## config.mk

```make
export PLATFORM = sky130hd
export DESIGN_NAME = enemy_hit_judge
export DESIGN_NICKNAME = d
export VERILOG_FILES = /design/src/rtl/enemy_hit_judge.sv
export SDC_FILE = /design/constraint.sdc
export NUM_CORES = 1
export LEC_CHECK = 0
export ABC_AREA = 1
export ABC_CLOCK_PERIOD_IN_PS = 4600
export BUFFER_PORTS_ARGS = -buffer_cell sky130_fd_sc_hd__buf_4
export CORE_AREA = 2 2 52 54
export DETAILED_ROUTE_END_ITERATION = 6
export DIE_AREA = 0 0 54 56
export GPL_TIMING_DRIVEN = 0
export PLACE_DENSITY = 0.91
export SYNTH_ARGS = -nofsm -noshare
export SYNTH_HDL_FRONTEND = slang
export SYNTH_SLANG_ARGS = --single-unit
export TNS_END_PERCENT = 100
```

## constraint.sdc

```tcl
create_clock -name clk -period 4.6 [get_ports clk]
set_clock_uncertainty 0.15 [all_clocks]
set_input_delay 0.46 -clock clk [delete_from_list [all_inputs] [get_ports clk]]
set_output_delay 0.46 -clock clk [all_outputs]
set_load 0.02 [all_outputs]
```

## src/rtl/enemy_hit_judge.sv

```systemverilog
// enemy_hit_judge: per-frame bullet/player vs enemy collision judge driving the enemy boom request
//   clk, rst (async, active-low), clk_move (slow level strobe, sampled in clk domain)
//   x, y scan coordinate; enemy_en / bullet_en / player_en per-pixel opacity; enemyplane_exist
//   boom (explosion request), bullet_kill (1-cycle consume pulse), score (saturating kills), game_over (sticky)
module enemy_hit_judge #(
  parameter int H_ACTIVE   = 640,
  parameter int V_ACTIVE   = 480,
  parameter int HOLD_TICKS = 20
) (
  input  logic       clk,
  input  logic       rst,
  input  logic       clk_move,
  input  logic [9:0] x,
  input  logic [9:0] y,
  input  logic       enemy_en,
  input  logic       bullet_en,
  input  logic       player_en,
  input  logic       enemyplane_exist,
  output logic       boom,
  output logic       bullet_kill,
  output logic [7:0] score,
  output logic       game_over
);
  typedef enum logic [1:0] {ARMED, BOOM, RELEASE} state_t;
  state_t     state_q, state_d;
  logic [2:0] sync_q;
  logic [4:0] tick_q, tick_d;
  logic [7:0] score_q, score_d;
  logic       hit_q, hit_d, crash_q, crash_d, kill_q, kill_d, over_q, over_d;
  logic       move_tick, frame_end;
  // clk_move is only a level; its rising edge becomes a single clk pulse
  assign move_tick = sync_q[1] & ~sync_q[2];
  assign frame_end = (x == 10'(H_ACTIVE - 1)) && (y == 10'(V_ACTIVE - 1));
  always_comb begin
    state_d = state_q;
    tick_d  = tick_q;
    score_d = score_q;
    hit_d   = hit_q;
    crash_d = crash_q;
    kill_d  = 1'b0;
    over_d  = over_q;
    case (state_q)
      ARMED: begin
        // include this cycle's coincidence so a frame_end-cycle overlap counts
        hit_d   = hit_q | (enemyplane_exist & enemy_en & bullet_en);
        crash_d = crash_q | (enemyplane_exist & enemy_en & player_en);
        if (frame_end && (hit_d || crash_d)) begin
          state_d = BOOM;
          tick_d  = 5'd0;
          kill_d  = hit_d;
          score_d = (hit_d && score_q != 8'hFF) ? score_q + 8'd1 : score_q;
          over_d  = over_q | crash_d;
          hit_d   = 1'b0;
          crash_d = 1'b0;
        end
      end
      BOOM: begin
        if (move_tick) begin
          tick_d  = tick_q + 5'd1;
          state_d = (tick_q == 5'(HOLD_TICKS - 1)) ? RELEASE : BOOM;
        end
      end
      RELEASE: begin
        // one tick with boom low lets the enemy block clear its own boom counter
        if (move_tick) begin
          state_d = ARMED;
          hit_d   = 1'b0;
          crash_d = 1'b0;
        end
      end
      default: state_d = ARMED;
    endcase
  end
  always_ff @(posedge clk or negedge rst) begin
    if (!rst) begin
      state_q <= ARMED;
      sync_q  <= 3'd0;
      tick_q  <= 5'd0;
      score_q <= 8'd0;
      hit_q   <= 1'b0;
      crash_q <= 1'b0;
      kill_q  <= 1'b0;
      over_q  <= 1'b0;
    end else begin
      state_q <= state_d;
      sync_q  <= {sync_q[1:0], clk_move};
      tick_q  <= tick_d;
      score_q <= score_d;
      hit_q   <= hit_d;
      crash_q <= crash_d;
      kill_q  <= kill_d;
      over_q  <= over_d;
    end
  end
  assign boom        = (state_q == BOOM);
  assign bullet_kill = kill_q;
  assign score       = score_q;
  assign game_over   = over_q;
endmodule
```

==> impl_metrics.py <==
metrics = {
    "status": {
        "outcome": "complete, no violations",
    },
    "global_routing": {
        "antenna_found_initial": 0,
        "grt_pass1_wl_um": 4420,
        "grt_start_max_net_pins": 23,
        "grt_pass1_vias": 1102,
        "grt_usage": 0.191,
        "grt_overflow": 0,
    },
    "sta": {
        "max_freq_mhz": 596,
        "finalSetupViolations": 0,
        "rsz0062_at_grt": "false",
        "slew_viol_final": 0,
        "hold_viol": 0,
        "worst_pin_slew_ns": 0.278,
        "finalSetupTns_ns": 0,
        "period_needed_ns": 1.68,
        "worst_hold_slack_ns": 0.0900,
        "max-slew-margin-rel": 0.814,
        "period_share": 0.365,
    },
    "yosys": {
        "synth_nets": 199,
        "synth_largest_area_cell": "dfrtp_1",
        "ys_async_sr_fraction": 1.00,
        "yosys_warnings": 0,
        "synth-seq-area-share": 0.427,
        "synth_edf_count": 0,
        "yosys-top-cells-area": "dfrtp_1 43%, nand2_1 19%, nand3_1 5.4%",
        "netlist_instances": 170,
        "synth_cell_type_count": 22,
        "synthesis.area_um2": 1290,
        "syn_area_per_cell_um2": 7.58,
        "synth-seq-cells": 22,
        "synth_ff_type": "dfrtp_1",
        "netlist.area_leader.share": 0.427,
    },
    "placed_design": {
        "gp_congestion": 0.811,
        "post-dp-hpwl_um": 2040,
        "portBuffers": 37,
    },
    "worst_hold_path": {
        "min-delay-path-class": "in -> reg",
        "holdCritStartpoint": "clk_move",
    },
    "worst_setup_path": {
        "cp.required_ns": 4.65,
        "path_common_cell": "nand2_1",
        "cp_num_buf_inv": 1,
        "crit_family": "simple AND/OR/NAND/NOR gates",
        "cp.arrival_ns": 1.73,
        "critPathMaxFanout": 8,
        "end_kind": "flop",
        "crit_chain": "ha_1 > nand2_1 > nor2_2 > nand2_1 > nand2_1 > inv_2 > nand4_2 > nand2_1 > nand2_1",
        "crit_type": "reg -> reg",
        "max_stage_delay_ns": 0.46,
        "r2r-start": "score[0]",
        "worstSetupStartpoint": "score[0]",
        "critPathSlowestCell": "dfrtp_1",
        "startpoint_type": "flop",
    },
    "floorplan": {
        "ioPinCount": 38,
        "die_w_um": 54,
        "initial_core_util": 0.530,
        "die_h_um": 56,
        "rows": 18,
        "dieArea_um2": 3020,
        "core_area_um2": 2430,
    },
    "cts": {
        "cts.htree.levels": 1,
        "cts_setup_buffers": 0,
        "holdBufCountCts": 1,
        "cts_resized": 0,
        "cts_sinks": 22,
        "clockBufferDepth": 2,
        "clk_latency_ns": 0.31,
        "cts_inserted_buffers": 3,
        "clk_pin_slew_worst_paths_ns": 0.13,
        "cts_tree": "done",
        "cts-root-buf": "clkbuf_4",
    },
    "final_layout": {
        "areaGrowthSynthToFinish_pct": 29.3,
        "utilization": 0.685,
        "diodes": 0,
        "final_nets": 242,
        "drive_gt1_frac": 0.292,
    },
    "pwr": {
        "p_per_area_nw_per_um2": 285,
        "ir_worst_vdd_mv": 0.230,
        "pwr-share-seq": 0.498,
        "leakagePower_nw": 0.888,
        "clock_power_share": 0.310,
        "combPwrFrac": 0.191,
        "power.internal_mw": 0.347,
        "p_sw_mw": 0.128,
        "switching_share": 0.269,
    },
    "detailed_routing": {
        "firstDrtPassIters": 4,
        "drc": 0,
        "vias": 1202,
        "wl_um": 2620,
        "drt_iter0_drc": 31,
        "ant_nets": 0,
        "vias_per_cell": 4.97,
        "avgRoutedWirePerCell_um": 10.8,
    },
    "flow_run": {
        "cap_violations": 0,
    },
}
[path summary, 6_finish.rpt]
kind	end	slack, ns	depth (start not counted)
max	score[2]	2.92	9
min	sync_q[0]	0.09	1
max reg2reg	score[2]	2.92	9
min reg2reg	sync_q[1]	0.21	0
max in group asynchronous	tick_q[4]	3.64	2
min in group asynchronous	bullet_kill	0.42	2
[layer usage]
layer  GRT usage  routed length, um  vias up
met1       0.235               1120      560
met5           0                  0        -
met2       0.326               1330       26
li1            -                  -      612
met4      0.0750                 34        0
met3      0.0269                134        4
[layout by cell type, fill, tap and decap left out, types with 3 or more instances in the layout]
cell type / n
inv_2: 4
inv_1: 16
nand3_2: 3
nor2_1: 14
nor2_4: 5
nand3_1: 14
clkbuf_4: 3
buf_4: 37
nor2_2: 5
dfrtp_1: 22
nand2_1: 65
xnor2_1: 3
xor2_1: 4
[state kept, by name, summed over array words and instances, names as in the netlist]
signal       flops
hit_q            1
tick_q           5
sync_q           3
bullet_kill      1
crash_q          1
score            8
game_over        1
state_q          2
[cell usage after synthesis (2+ instances only)]
cell type,number
xnor2_1,3
nor2_2,5
inv_1,16
nand3_2,3
dfrtp_1,22
inv_2,4
nor3_1,2
nand2_1,65
ha_1,2
nand4_2,2
nand3_1,14
nand4_1,2
nor2_4,5
nor2_1,14
xor2_1,4
[logic make-up (layout without fill, tap and decap cells)]
group           after synthesis  in the layout  synth area share
compound gates                3              3            0.0136
fa+ha+maj                     2              2            0.0194
flops                        22             22             0.427
buf+inv                      20             62            0.0583
simple gates                116            116             0.434
xor+xnor                      7              7            0.0476
[cell type report]
type,instances,area (um^2)
Timing Repair Buffer,38,288
Clock buffer,3,22.5
Tap cell,30,37.5
Fill cell,211,766
Clock inverter,1,30.0
Inverter,20,75.1
Sequential cell,22,551
Multi-Input combinational cell,128,663
[power groups by stage]
stage               Combinational (mW)  Sequential (mW)  Clock (mW)
floorplan                       0.0607            0.234           0
global placement                0.0867            0.238           0
detailed placement              0.0918            0.239           0
CTS                             0.0923            0.236       0.150
global route                     0.105            0.239       0.156
finish                          0.0908            0.236       0.147
[metrics by stage]
step	cell area [um^2]	instances	setup slack, ns	power (mW)
after global routing	1670	242	2.78	0.500
after global placement	1600	237	2.93	0.325
after CTS	1670	242	2.91	0.478
after detailed placement	1600	237	2.92	0.331
after floorplan	1290	170	3.02	0.295
final	1670	242	2.92	0.474
Power figures use the tool's default switching activity.
